`src/rtl/hazard_scoreboard.sv`:
```
// Hazard unit for the 5-stage Zeptron pipeline: EX-stage operand forwarding,
// load-use and MDU scoreboard stalls, branch-flush arbitration and a
// saturating stall-cycle counter. Tracks a single outstanding MDU operation.
module hazard_scoreboard #(
    parameter int unsigned NUM_REGS    = 32,
    parameter int unsigned RA_W        = $clog2(NUM_REGS),
    parameter int unsigned STALL_CNT_W = 16
) (
    input  logic                   clk,
    input  logic                   rst,
    // ID stage
    input  logic                   d_valid,
    input  logic [RA_W-1:0]        d_rs1,
    input  logic [RA_W-1:0]        d_rs2,
    input  logic [RA_W-1:0]        d_rd,
    input  logic                   d_uses_rs1,
    input  logic                   d_uses_rs2,
    input  logic                   d_reg_we,
    input  logic                   d_is_mdu,
    // EX stage
    input  logic [RA_W-1:0]        e_rs1,
    input  logic [RA_W-1:0]        e_rs2,
    input  logic [RA_W-1:0]        e_rd,
    input  logic                   e_reg_we,
    input  logic                   e_is_load,
    input  logic                   e_b_taken,
    // DM / WB stages
    input  logic [RA_W-1:0]        m_rd,
    input  logic                   m_reg_we,
    input  logic [RA_W-1:0]        w_rd,
    input  logic                   w_reg_we,
    // MDU completion
    input  logic                   mdu_done,
    // Outputs
    output logic [1:0]             forward_rrd1,
    output logic [1:0]             forward_rrd2,
    output logic                   stall_f,
    output logic                   stall_if_id,
    output logic                   flush_if_id,
    output logic                   flush_id_ex,
    output logic                   mdu_busy,
    output logic [RA_W-1:0]        mdu_rd,
    output logic [STALL_CNT_W-1:0] stall_cycles
);

    localparam logic [1:0] FwdRf  = 2'b00;
    localparam logic [1:0] FwdDm  = 2'b01;
    localparam logic [1:0] FwdWb  = 2'b10;
    localparam logic [1:0] FwdMdu = 2'b11;

    localparam logic [STALL_CNT_W-1:0] CntOne = STALL_CNT_W'(1);

    logic [NUM_REGS-1:0]    pending_q, pending_d;
    logic                   mdu_busy_q, mdu_busy_d;
    logic [RA_W-1:0]        mdu_rd_q, mdu_rd_d;
    logic [STALL_CNT_W-1:0] stall_cnt_q, stall_cnt_d;

    logic                   done_clr;
    logic [NUM_REGS-1:0]    pending_eff;
    logic                   hit1, hit2;
    logic                   load_use, sb_raw, sb_waw, mdu_struct;
    logic                   stall;
    logic                   issue;

    // Youngest producer wins: DM before WB before the MDU result port.
    function automatic logic [1:0] fwd_sel(
        input logic [RA_W-1:0] src,
        input logic [RA_W-1:0] m_rd_a,
        input logic            m_we_a,
        input logic [RA_W-1:0] w_rd_a,
        input logic            w_we_a,
        input logic            done_a,
        input logic [RA_W-1:0] mdu_rd_a
    );
        logic [1:0] sel;
        sel = FwdRf;
        if (src == '0) begin
            sel = FwdRf;
        end else if (m_we_a && (m_rd_a == src)) begin
            sel = FwdDm;
        end else if (w_we_a && (w_rd_a == src)) begin
            sel = FwdWb;
        end else if (done_a && (mdu_rd_a == src)) begin
            sel = FwdMdu;
        end
        return sel;
    endfunction

    // Operand forwarding selects for the EX stage.
    always_comb begin
        forward_rrd1 = fwd_sel(e_rs1, m_rd, m_reg_we, w_rd, w_reg_we, mdu_done, mdu_rd_q);
        forward_rrd2 = fwd_sel(e_rs2, m_rd, m_reg_we, w_rd, w_reg_we, mdu_done, mdu_rd_q);
    end

    // Hazard detection; a completing MDU op no longer blocks its destination.
    always_comb begin
        done_clr    = mdu_done && mdu_busy_q;
        pending_eff = pending_q;
        if (done_clr) begin
            pending_eff[mdu_rd_q] = 1'b0;
        end
        hit1       = d_uses_rs1 && (d_rs1 != '0);
        hit2       = d_uses_rs2 && (d_rs2 != '0);
        load_use   = e_is_load && e_reg_we && (e_rd != '0) &&
                     ((hit1 && (d_rs1 == e_rd)) || (hit2 && (d_rs2 == e_rd)));
        sb_raw     = (hit1 && pending_eff[d_rs1]) || (hit2 && pending_eff[d_rs2]);
        sb_waw     = d_reg_we && (d_rd != '0) && pending_eff[d_rd];
        mdu_struct = d_is_mdu && mdu_busy_q && !mdu_done;
        // A taken branch makes the ID instruction wrong-path, so it never stalls.
        stall      = d_valid && (load_use || sb_raw || sb_waw || mdu_struct) && !e_b_taken;
        issue      = d_valid && d_is_mdu && !stall && !e_b_taken;
    end

    // Pipeline control outputs.
    always_comb begin
        stall_f      = stall;
        stall_if_id  = stall;
        flush_if_id  = e_b_taken;
        flush_id_ex  = e_b_taken || stall;
        mdu_busy     = mdu_busy_q;
        mdu_rd       = mdu_rd_q;
        stall_cycles = stall_cnt_q;
    end

    // Scoreboard next state: completion clears first, a same-cycle issue then sets.
    always_comb begin
        pending_d  = pending_q;
        mdu_busy_d = mdu_busy_q;
        mdu_rd_d   = mdu_rd_q;
        if (done_clr) begin
            pending_d[mdu_rd_q] = 1'b0;
            mdu_busy_d          = 1'b0;
        end
        if (issue) begin
            mdu_busy_d = 1'b1;
            mdu_rd_d   = d_rd;
            if (d_reg_we && (d_rd != '0)) begin
                pending_d[d_rd] = 1'b1;
            end
        end
    end

    // Saturating stall-cycle counter next state.
    always_comb begin
        stall_cnt_d = stall_cnt_q;
        if (stall && (stall_cnt_q != '1)) begin
            stall_cnt_d = stall_cnt_q + CntOne;
        end
    end

    // State registers with synchronous reset.
    always_ff @(posedge clk) begin
        if (rst) begin
            pending_q   <= '0;
            mdu_busy_q  <= 1'b0;
            mdu_rd_q    <= '0;
            stall_cnt_q <= '0;
        end else begin
            pending_q   <= pending_d;
            mdu_busy_q  <= mdu_busy_d;
            mdu_rd_q    <= mdu_rd_d;
            stall_cnt_q <= stall_cnt_d;
        end
    end

endmodule

```
`config.mk`:
```
export PLATFORM = sky130hd
export DESIGN_NAME = hazard_scoreboard
export DESIGN_NICKNAME = d
export VERILOG_FILES = /design/src/rtl/hazard_scoreboard.sv
export SDC_FILE = /design/constraint.sdc
export NUM_CORES = 1
export LEC_CHECK = 0
export BUFFER_PORTS_ARGS = -buffer_cell sky130_fd_sc_hd__buf_2
export CAP_MARGIN = 20
export CORE_ASPECT_RATIO = 1.4
export CORE_MARGIN = 2
export CORE_UTILIZATION = 60
export CTS_CLUSTER_SIZE = 24
export DETAILED_ROUTE_END_ITERATION = 8
export PLACE_DENSITY = 0.91
export SLEW_MARGIN = 20
export SYNTH_ARGS = -nofsm -noshare
export SYNTH_HDL_FRONTEND = slang
export SYNTH_SLANG_ARGS = --single-unit
```
`constraint.sdc`:
```
create_clock -name clk -period 6.2 [get_ports clk]
set_input_delay 0.62 -clock clk [delete_from_list [all_inputs] [get_ports clk]]
set_output_delay 0.62 -clock clk [all_outputs]
set_load 0.01 [all_outputs]
```
==> metrics.log, run 1 <==
INFO  metric run_status = finished, final reports clean
INFO  metric postSynthAreaPerCell = 8.46 um2
INFO  metric post_drt_via_cell_ratio = 6.98
INFO  metric drt-initial-drc-count = 437
INFO  metric clk_sink_count = 54
INFO  metric p_per_area = 160 mW/mm2
INFO  metric timing.critical_path.from_type = flip-flop
INFO  metric initial_core_util = 0.611
INFO  metric timing.critical_path.slowest_stage_cell = sky130_fd_sc_hd__a211oi_1
INFO  metric floorplan.die.height = 100 um
INFO  metric min_period = 4210 ps
INFO  metric wl_per_cell = 20.0 um
INFO  metric pins_over_slew_limit = 0
INFO  metric cp_data_required_time = 5580 ps
INFO  metric total_negative_slack_for_setup_checks = 0 ps
INFO  metric type_of_destination_of_the_critical_path = primary output
INFO  metric max_cap_violations = 0
INFO  metric number_of_warning_messages_in_the_yosys_log = 0
INFO  metric die_x = 72.9 um
INFO  metric cts.root.buffer_cell = sky130_fd_sc_hd__clkbuf_8
INFO  metric worst_clock_skew = 14.3 ps
INFO  metric postCtsSetupBuffers = 0
INFO  metric holdCritPathClass = reg2reg
INFO  metric grt_first_pass_wirelength = 19400 um
INFO  metric synth_area = 0.00399 mm2
INFO  metric cts_resized = 0
INFO  metric synth-edff-count = 0
INFO  metric clk_pin_slew_worst_paths = 100 ps
INFO  metric tightest_slew = 998 ps
INFO  metric overflow = 0
INFO  metric dpl_cell_area = 0.00435 mm2
INFO  metric num-fill-cells = 513
INFO  metric tritoncts_clock_tree = yes
INFO  metric num_rows = 35
INFO  metric final-setup-viol-count = 0
INFO  metric clock_tree.htree_level_count = 2
INFO  metric slew_headroom = 0.333
INFO  metric fin_area = 0.00445 mm2
INFO  metric dp.cells = 599
INFO  metric port_buffers = 82
INFO  metric leakagePower = 1.67 nW
INFO  metric critPathArrivalTime = 3590 ps
INFO  metric synth_flop_cell = sky130_fd_sc_hd__dfxtp_1
INFO  metric ys_seq_area_frac = 0.271
INFO  metric coreArea = 0.00653 mm2
INFO  metric synth_area_leader_cell = sky130_fd_sc_hd__dfxtp_1
INFO  metric post_synth_num_cell_types = 64
INFO  metric crit_path_max_incr_delay = 600 ps
INFO  metric synth_top_area_frac = 0.271
INFO  metric antenna_found_initial = 0
INFO  metric largest_fanout_of_any_net_on_the_critical_path = 26
INFO  metric critical_path_class = reg2out
INFO  metric hold_violations = 0
INFO  metric grt_usage = 0.336
INFO  metric vias = 4237
INFO  metric grt_setup_unrepaired = no
INFO  metric wl = 12100 um
INFO  metric netlist_top_cells_area = sky130_fd_sc_hd__dfxtp_1 (27%), sky130_fd_sc_hd__xor2_1 (6.4%), sky130_fd_sc_hd__mux4_2 (5.7%)
INFO  metric hpwlAfterDp = 9010 um
INFO  metric netlist_instances = 471
INFO  metric grt_start_max_net_pins = 67
INFO  metric antenna_cells_inserted = 0
INFO  metric clock_latency = 330 ps
INFO  metric max_clock_freq = 0.238 GHz
INFO  metric final_net_count = 586
INFO  metric worstPathCellList = nand4b_2 > o21ai_0 > mux4_2 > nor3b_1 > nor2_1 > a211oi_1 > nor3_2 > buf_4 > nor3_1 > buf_2
INFO  metric cts.hold.buffers_added = 0
INFO  metric final_cell_count_no_fill = 607
INFO  metric post-route-drc-count = 0
INFO  metric layout-drive-gt1-share = 0.236
INFO  metric final_clock_period_utilization_by_the_worst_path = 0.679
INFO  metric syn-num-nets = 525
INFO  metric area_delta_synth_final = 11.7%
INFO  metric asyncSetResetFlopFracSynth = 0
INFO  metric max-clock-path-buffers = 2
INFO  metric ir_drop = 0.138 mV
INFO  metric tritoncts.num_buffers = 5
INFO  metric die_area = 0.00732 mm2
INFO  metric drt.antenna.violating_nets = 0
INFO  metric place_congestion = 0.960
INFO  metric drt_pass1_iterations = 7
INFO  metric ys_seq_elements = 54
INFO  metric pin_count = 83
INFO  metric first_global_vias = 3892
## layer usage
metal,global-route usage,vias to the layer above,share of wire
met5,0,-,0
met4,0.178,0,0.053
met3,0.0622,58,0.076
met2,0.545,240,0.50
met1,0.417,2011,0.37
li1,-,1928,-
## worst max-delay path: cells and delay by family (launching register included)
family	cells	cell delay (ps)
compound gates	2	920
mux	1	580
flops	1	570
buf+inv	2	400
simple gates	5	800
## per-stage QoR
step	total power [mW]	util	hold WS, ps	setup WS [ps]
finish	0.712	0.682	509	1990
global route	0.736	0.682	539	1750
CTS	0.706	0.682	506	2070
detailed placement	0.500	0.667	490	2160
global placement	0.496	0.667	475	2300
floorplan	0.452	-	500	2380
## layout make-up
class,instances,area (um2),share of cell area
multi-input cells,379,2720,0.612
repair buffers,84,425,0.0956
flip-flops and latches,54,1080,0.243
clock buffers,5,68.8,0.0155
clock inverters,3,28.8,0.00647
well taps,74,92.6,0.0208
inverters,8,30.0,0.00675
## where the power goes
part           total, mW  leakage [nW]  switching (mW)  internal [mW]
Sequential         0.353         0.435         0.00431          0.349
Clock              0.216        0.0506           0.131         0.0848
Combinational      0.142          1.18          0.0866         0.0559
Total              0.712          1.67           0.222          0.490
## flip-flops by register name (all words and copies together), names as in the netlist
signal        cells
stall_cycles     16
mdu_rd            5
mdu_busy          1
pending_q        32
## Yosys cell counts, drive strengths merged (13+ instances only)
master,count
nor2,26
xor2,29
or4,13
clkbuf,19
a21oi,18
nor2b,16
dfxtp,54
o22ai,31
nand3,14
o21ai,36
nand2,23
## path summary, 6_finish.rpt
| path | cells after the start | slack [ps] | to | from |
|---|---|---|---|---|
| hold reg to reg | 2 | 510 | stall_cycles[1] | stall_cycles[1] |
| hold / removal | 2 | 510 | stall_cycles[1] | stall_cycles[1] |
| setup / recovery | 10 | 1990 | stall_if_id | mdu_rd[1] |
| setup reg to reg | 9 | 2040 | pending_q[26] | mdu_rd[4] |
## cell families (layout without fill, tap and decap cells)
kind of cell               after synthesis  in the layout  share of synthesized area
xor gates and xnor gates                40             40                     0.0879
DFF                                     54             54                      0.271
AOI/OAI and AO/OA                      140            140                      0.232
adders and majority gates                1              1                    0.00314
and+or+nand+nor                        170            170                      0.256
buffers and inverters                   38            100                     0.0452
muxes                                   28             28                      0.105
## placed cells by master (no fill, tap or decap), types with 5 or more instances in the layout
master                      n
sky130_fd_sc_hd__o21ai_0   21
sky130_fd_sc_hd__o211ai_1   9
sky130_fd_sc_hd__a21oi_1   18
sky130_fd_sc_hd__mux2_2     9
sky130_fd_sc_hd__a22oi_1    6
sky130_fd_sc_hd__nand3_1   14
sky130_fd_sc_hd__xnor2_1   11
sky130_fd_sc_hd__nand2b_1   7
sky130_fd_sc_hd__clkbuf_8   5
sky130_fd_sc_hd__and3_1     9
sky130_fd_sc_hd__inv_1      6
sky130_fd_sc_hd__o22ai_1   31
sky130_fd_sc_hd__or3_1      9
sky130_fd_sc_hd__nand2_1   23
sky130_fd_sc_hd__nor2b_1   16
sky130_fd_sc_hd__nor3b_1    6
sky130_fd_sc_hd__dfxtp_1   54
sky130_fd_sc_hd__nor4_1     7
sky130_fd_sc_hd__nand3b_1   7
sky130_fd_sc_hd__mux4_2    10
sky130_fd_sc_hd__nand4_1    6
sky130_fd_sc_hd__buf_2     82
sky130_fd_sc_hd__o31ai_1    8
sky130_fd_sc_hd__nor3_1     9
sky130_fd_sc_hd__mux2i_1    9
sky130_fd_sc_hd__o21ai_1   15
sky130_fd_sc_hd__nor2_1    26
sky130_fd_sc_hd__xor2_1    29
sky130_fd_sc_hd__or4_1     12
(Power assumes the default switching activity.)
==> run 2, diff against run 1 <==
- CORE_UTILIZATION: 60 -> 50
- PLACE_DENSITY: 0.91 -> 0.82
- clock period: 6.2 -> 3.8 ns (I/O delays scaled with it)
==> run 2 against run 1 <==
  * Combinational power grew 70%
  * Register-to-register slack worse by 1700 ps
  * Critical path depth did not move
  * Clock power increased by 65%
  * Worst hold slack worse by 100 ps
  * Setup slack worse by 1800 ps
  * Critical endpoint is now flush_id_ex
  * Cell area rose by 4.0%
  * Sequential cell count unchanged
  * Cell count is 6.3% higher
==> metrics.log, run 2 (synthesized netlist as in run 1, its figures left out) <==
INFO  metric run_status = finished, final reports clean (unchanged)
INFO  metric final_clock_period_utilization_by_the_worst_path = 0.942
INFO  metric timing.critical_path.slowest_stage_cell = sky130_fd_sc_hd__dfxtp_1 (was sky130_fd_sc_hd__a211oi_1)
INFO  metric wl_per_cell = 20.5 um (was 20.0 um)
INFO  metric grt_setup_unrepaired = no (unchanged)
INFO  metric fin_worst_hold_slack = 405 ps (was 509 ps)
INFO  metric dp.cells = 637 (was 599)
INFO  metric initial_core_util = 0.514 (was 0.611)
INFO  metric worst_path_dominant_cell_family = simple AND/OR/NAND/NOR gates (was compound AO/OA/AOI/OAI gates)
INFO  metric post-route-drc-count = 0 (unchanged)
INFO  metric layout.cells.most_common = sky130_fd_sc_hd__buf_2 (unchanged)
INFO  metric max-clock-path-buffers = 2 (unchanged)
INFO  metric critical_path_class = reg2out (unchanged)
INFO  metric overflow = 0 (unchanged)
INFO  metric slew_headroom = 0.590 (was 0.333)
INFO  metric cts.root.buffer_cell = sky130_fd_sc_hd__clkbuf_8 (unchanged)
INFO  metric die_x = 79.5 um (was 72.9 um)
INFO  metric num_rows = 38 (was 35)
INFO  metric tritoncts.num_buffers = 5 (unchanged)
INFO  metric top_register = pending_q (unchanged)
INFO  metric cp_data_required_time = 3420 ps (was 5580 ps)
INFO  metric drt.antenna.violating_nets = 0 (unchanged)
INFO  metric dp_slack = 256 ps (was 2160 ps)
INFO  metric total_negative_slack_for_setup_checks = 0 ps (unchanged)
INFO  metric max_cap_violations = 0 (unchanged)
INFO  metric largest_register_ff_count = 32 (unchanged)
INFO  metric critical_path.n_buffers_inverters = 2 (unchanged)
INFO  metric r2r_slack = 390 ps (was 2040 ps)
INFO  metric num-fill-cells = 682 (was 513)
INFO  metric min_period = 3580 ps
INFO  metric wl = 13200 um (was 12100 um)
INFO  metric place_congestion = 0.977 (was 0.960)
INFO  metric clock_latency = 320 ps (was 330 ps)
INFO  metric internal_power = 0.799 mW (was 0.490 mW)
INFO  metric clk_sink_count = 54 (unchanged)
INFO  metric p_clk_frac = 0.304 (about the same)
INFO  metric drt_pass1_iterations = 5 (was 7)
INFO  metric critPathArrivalTime = 3200 ps (was 3590 ps)
INFO  metric pin_count = 83 (unchanged)
INFO  metric die_area = 0.00871 mm2 (was 0.00732 mm2)
INFO  metric final_net_count = 598 (was 586)
INFO  metric seqPwrFrac = 0.491 (was 0.496)
INFO  metric hold_violations = 0 (unchanged)
INFO  metric holdCritPathClass = in2reg (was reg2reg)
INFO  metric first_global_vias = 4158 (was 3892)
INFO  metric clk_pin_slew_worst_paths = 120 ps (was 100 ps)
INFO  metric largest_fanout_of_any_net_on_the_critical_path = 26 (unchanged)
INFO  metric net-switching-power = 0.373 mW (was 0.222 mW)
INFO  metric final_cell_count_no_fill = 645 (was 607)
INFO  metric tritoncts_clock_tree = yes (unchanged)
INFO  metric grt_first_pass_wirelength = 20900 um (was 19400 um)
INFO  metric layout_common_cells = sky130_fd_sc_hd__buf_2 (82), sky130_fd_sc_hd__dfxtp_1 (50), sky130_fd_sc_hd__o22ai_1 (31) (was sky130_fd_sc_hd__buf_2 (82), sky130_fd_sc_hd__dfxtp_1 (54), sky130_fd_sc_hd__o22ai_1 (31))
INFO  metric max_clock_freq = 0.279 GHz
INFO  metric crit_path_max_incr_delay = 570 ps (was 600 ps)
INFO  metric vias = 4397 (was 4237)
INFO  metric floorplan.die.height = 110 um (was 100 um)
INFO  metric area_delta_synth_final = 16.1% (was 11.7%)
INFO  metric layout-drive-gt1-share = 0.268 (was 0.236)
INFO  metric worst_clock_skew = 15.5 ps (was 14.3 ps)
INFO  metric postCtsSetupBuffers = 0 (unchanged)
INFO  metric grt_start_max_net_pins = 36 (was 67)
INFO  metric timing.critical_path.from_type = flip-flop (unchanged)
INFO  metric leakagePower = 1.76 nW (was 1.67 nW)
INFO  metric antenna_cells_inserted = 0 (unchanged)
INFO  metric hpwlAfterDp = 9900 um (was 9010 um)
INFO  metric power.switching_fraction = 0.318 (was 0.312)
INFO  metric post_drt_via_cell_ratio = 6.82 (was 6.98)
INFO  metric type_of_destination_of_the_critical_path = primary output (unchanged)
INFO  metric tightest_slew = 609 ps (was 998 ps)
INFO  metric coreArea = 0.00775 mm2 (was 0.00653 mm2)
INFO  metric drt-initial-drc-count = 564 (was 437)
INFO  metric worstPathCellList = nand4b_4 > o21ai_0 > mux4_2 > mux2i_1 > nor3b_1 > nor3b_2 > nor3_2 > buf_4 > o21bai_1 > buf_2 (was nand4b_2 > o21ai_0 > mux4_2 > nor3b_1 > nor2_1 > a211oi_1 > nor3_2 > buf_4 > nor3_1 > buf_2)
INFO  metric p_per_area = 253 mW/mm2 (was 160 mW/mm2)
INFO  metric antenna_found_initial = 0 (unchanged)
INFO  metric setup_ws_final = 220 ps (was 1990 ps)
INFO  metric pins_over_slew_limit = 0 (unchanged)
INFO  metric grt_usage = 0.305 (was 0.336)
INFO  metric ir_drop = 0.217 mV (was 0.138 mV)
INFO  metric final-setup-viol-count = 0 (unchanged)
INFO  metric comb_power_share = 0.205 (was 0.200)
INFO  metric clock_tree.htree_level_count = 2 (unchanged)
INFO  metric port_buffers = 82 (unchanged)
run 2: metrics by stage:
step	util	power (mW)	area (um2)
floorplan	-	0.738	3990
global placement	0.577	0.814	4480
detailed placement	0.577	0.821	4480
CTS	0.591	1.17	4580
global route	0.597	1.21	4630
finish	0.597	1.17	4630
run 2: metal layers:
metal	GRT usage	up-vias	routed length [um]
li1	-	1959	-
met1	0.359	2063	4720
met2	0.526	300	6650
met3	0.0509	75	1080
met4	0.167	0	753
met5	0	-	0
run 2: what timing repair did:
item / in CTS / in global routing
cloned: 0 / 0
resized for setup: 1 / 18
endpoints found under the setup margin: 2 / 34
endpoints found under the hold margin: 0 / 0
hold buffers: 0 / 0
run 2: final cells by class:
| type | instances | area (um2) | area share |
|---|---|---|---|
| tap | 100 | 125 | 0.0270 |
| timing repair buffer | 96 | 515 | 0.111 |
| inverter | 8 | 30.0 | 0.00649 |
| clock inverter | 3 | 28.8 | 0.00622 |
| multi-input combinational | 379 | 2770 | 0.598 |
| clock buffer | 5 | 68.8 | 0.0149 |
| sequential | 54 | 1090 | 0.236 |
run 2: path summary, 6_finish.rpt:
kind	endpoint	from	cells after the start
max	flush_id_ex	mdu_busy	10
min	mdu_rd[4]	d_rd[4]	3
min reg2reg	stall_cycles[13]	stall_cycles[13]	2
max reg2reg	pending_q[19]	mdu_rd[3]	10
run 2: tightest hold or removal path, delay by kind of cell:
family          cells  cell delay, ps
buf+inv             1             180
simple gates        1              80
compound gates      1              50
run 2: power groups by stage:
stage          sequential, mW  clock [mW]  combinational, mW
5_1_grt                 0.576       0.377              0.260
6_report                0.575       0.356              0.241
3_3_place_gp            0.587           0              0.227
2_1_floorplan           0.586           0              0.152
4_1_cts                 0.575       0.359              0.234
3_5_place_dp            0.588           0              0.233
==> run 3, diff against run 2 <==
- RECOVER_POWER: unset -> 100
==> run 3 against run 2 <==
  * Maximum frequency fell by 0.84%
  * Wire length barely moved
  * Clock power barely moved
  * Die area did not move
  * Sequential power barely moved
  * Register-to-register slack got worse by 140 ps
  * Utilization fell by 0.79 points
  * Combinational power fell by 2%
  * First-iteration DRC count fell by 2.0%
  * Sequential share of layout area rose by 0.32 points
  * Non-clock buffer count did not move
  * Via count rose by 0.32%
  * Critical endpoint is now stall_if_id
  * Largest cell class unchanged
  * Largest power group unchanged
==> metrics.log, run 3 (synthesized netlist as in run 1, its figures left out) <==
INFO  metric run_status = finished, final reports clean (unchanged)
INFO  metric place_congestion = 0.977 (unchanged)
INFO  metric worstPathCellList = nand4bb_2 > o21ai_1 > mux4_2 > and3_1 > or4_1 > a32oi_4 > nor3_1 > buf_4 > nor3_2 > clkbuf_2 (was nand4b_4 > o21ai_0 > mux4_2 > mux2i_1 > nor3b_1 > nor3b_2 > nor3_2 > buf_4 > o21bai_1 > buf_2)
INFO  metric critical_path_class = reg2out (unchanged)
INFO  metric dp_slack = 256 ps (unchanged)
INFO  metric clock_latency = 320 ps (about the same)
INFO  metric clk_sink_count = 54 (unchanged)
INFO  metric die_x = 79.5 um (unchanged)
INFO  metric wl_per_cell = 20.5 um (about the same)
INFO  metric largest_fanout_of_any_net_on_the_critical_path = 26 (unchanged)
INFO  metric timing.critical_path.slowest_stage_cell = sky130_fd_sc_hd__or4_1 (was sky130_fd_sc_hd__dfxtp_1)
INFO  metric post_drt_via_cell_ratio = 6.84 (was 6.82)
INFO  metric net-switching-power = 0.371 mW (was 0.373 mW)
INFO  metric type_of_destination_of_the_critical_path = primary output (unchanged)
INFO  metric grt_setup_unrepaired = no (unchanged)
INFO  metric internal_power = 0.796 mW (was 0.799 mW)
INFO  metric hpwlAfterDp = 9900 um (unchanged)
INFO  metric leakagePower = 1.65 nW (was 1.76 nW)
INFO  metric max_cap_violations = 0 (unchanged)
INFO  metric largest_register_ff_count = 32 (unchanged)
INFO  metric min_period = 3610 ps (was 3580 ps)
INFO  metric tightest_slew = 607 ps (was 609 ps)
INFO  metric first_global_vias = 4158 (unchanged)
INFO  metric tritoncts.num_buffers = 5 (unchanged)
INFO  metric pin_count = 83 (unchanged)
INFO  metric total_negative_slack_for_setup_checks = 0 ps (unchanged)
INFO  metric post-route-drc-count = 0 (unchanged)
INFO  metric p_per_area = 255 mW/mm2 (was 253 mW/mm2)
INFO  metric num-fill-cells = 696 (was 682)
INFO  metric max_clock_freq = 0.277 GHz (was 0.279 GHz)
INFO  metric comb_power_share = 0.203 (was 0.205)
INFO  metric seqPwrFrac = 0.493 (was 0.491)
INFO  metric fin_worst_hold_slack = 405 ps (about the same)
INFO  metric die_area = 0.00871 mm2 (unchanged)
INFO  metric postCtsSetupBuffers = 0 (unchanged)
INFO  metric cp_data_required_time = 3420 ps (about the same)
INFO  metric drt_pass1_iterations = 5 (unchanged)
INFO  metric utilization = 0.589 (was 0.597)
INFO  metric p_clk_frac = 0.303 (was 0.304)
INFO  metric layout-drive-gt1-share = 0.213 (was 0.268)
INFO  metric holdCritPathClass = in2reg (unchanged)
INFO  metric grt_first_pass_wirelength = 20900 um (unchanged)
INFO  metric pins_over_slew_limit = 0 (unchanged)
INFO  metric drt-initial-drc-count = 553 (was 564)
INFO  metric cts.hold.buffers_added = 0 (unchanged)
INFO  metric grt_start_max_net_pins = 36 (unchanged)
INFO  metric vias = 4411 (was 4397)
INFO  metric tritoncts_clock_tree = yes (unchanged)
INFO  metric crit_path_max_incr_delay = 530 ps (was 570 ps)
INFO  metric layout.cells.most_common = sky130_fd_sc_hd__buf_2 (unchanged)
INFO  metric worst_clock_skew = 16.0 ps (was 15.5 ps)
INFO  metric max-clock-path-buffers = 2 (unchanged)
INFO  metric final_net_count = 598 (unchanged)
INFO  metric port_buffers = 82 (unchanged)
INFO  metric ir_drop = 0.216 mV (was 0.217 mV)
INFO  metric clock_tree.htree_level_count = 2 (unchanged)
INFO  metric floorplan.die.height = 110 um (unchanged)
INFO  metric top_register = pending_q (unchanged)
INFO  metric initial_core_util = 0.514 (unchanged)
INFO  metric antenna_cells_inserted = 0 (unchanged)
INFO  metric grt_usage = 0.305 (unchanged)
INFO  metric area_delta_synth_final = 14.6% (was 16.1%)
INFO  metric setup_ws_final = 190 ps (was 220 ps)
INFO  metric cts.root.buffer_cell = sky130_fd_sc_hd__clkbuf_8 (unchanged)
INFO  metric clk_pin_slew_worst_paths = 110 ps (was 120 ps)
INFO  metric final_clock_period_utilization_by_the_worst_path = 0.950 (was 0.942)
INFO  metric critPathArrivalTime = 3230 ps (was 3200 ps)
INFO  metric layout_common_cells = sky130_fd_sc_hd__buf_2 (57), sky130_fd_sc_hd__dfxtp_1 (50), sky130_fd_sc_hd__o22ai_1 (31) (was sky130_fd_sc_hd__buf_2 (82), sky130_fd_sc_hd__dfxtp_1 (50), sky130_fd_sc_hd__o22ai_1 (31))
INFO  metric hold_violations = 0 (unchanged)
INFO  metric final-setup-viol-count = 0 (unchanged)
INFO  metric wl = 13200 um (about the same)
INFO  metric timing.critical_path.from_type = flip-flop (unchanged)
INFO  metric num_rows = 38 (unchanged)
INFO  metric overflow = 0 (unchanged)
INFO  metric coreArea = 0.00775 mm2 (unchanged)
INFO  metric slew_headroom = 0.591 (was 0.590)
INFO  metric drt.antenna.violating_nets = 0 (unchanged)
INFO  metric power.switching_fraction = 0.318 (about the same)
INFO  metric antenna_found_initial = 0 (unchanged)
INFO  metric post-layout-total-power = 1.17 mW (about the same)
==> run 3: final timing paths <==
check / start / end / slack (ps) / cells after the start
max reg2reg: mdu_busy / pending_q[19] / 250 / 10
min reg2reg: stall_cycles[13] / stall_cycles[13] / 510 / 2
min: d_rd[4] / mdu_rd[4] / 400 / 3
max: mdu_rd[1] / stall_if_id / 190 / 10
==> run 3: layout make-up <==
cell class	instances	area, um2	share of cell area
Timing Repair Buffer	96	469	0.103
Multi-Input combinational cell	379	2750	0.603
Sequential cell	54	1090	0.239
Tap cell	100	125	0.0274
Clock inverter	3	28.8	0.00630
Inverter	8	30.0	0.00658
Clock buffer	5	68.8	0.0151
==> run 3: worst max-delay path: cells and delay by family, from the launching register on <==
kind / cells / cell delay [ps]
and+or+nand+nor: 5 / 1230
muxes: 1 / 470
DFF: 1 / 430
buffers and inverters: 2 / 400
AOI/OAI and AO/OA: 2 / 380
==> run 3: per-stage QoR <==
stage | std cells | cell area (um2)
2_1_floorplan | 471 | 3990
3_5_place_dp | 637 | 4480
3_3_place_gp | 637 | 4480
4_1_cts | 645 | 4580
5_1_grt | 645 | 4570
6_report | 645 | 4570
==> run 3: power groups by stage <==
stage	Clock [mW]	Combinational [mW]	Sequential (mW)
2_1_floorplan	0	0.152	0.586
4_1_cts	0.359	0.234	0.575
6_report	0.354	0.237	0.575
3_3_place_gp	0	0.227	0.587
5_1_grt	0.377	0.256	0.576
3_5_place_dp	0	0.233	0.588
==> run 3: repair_timing <==
item	4_1_cts	5_1_grt
endpoints found under the hold margin	0	0
endpoints found under the setup margin	2	34
pin swaps	0	0
gates resized for setup	1	18
==> run 3: per-layer routing <==
layer,up-vias,global-route usage,share of wire
li1,1958,-,-
met1,2071,0.359,0.36
met2,297,0.526,0.50
met3,85,0.0509,0.080
met4,0,0.167,0.056
met5,-,0,0
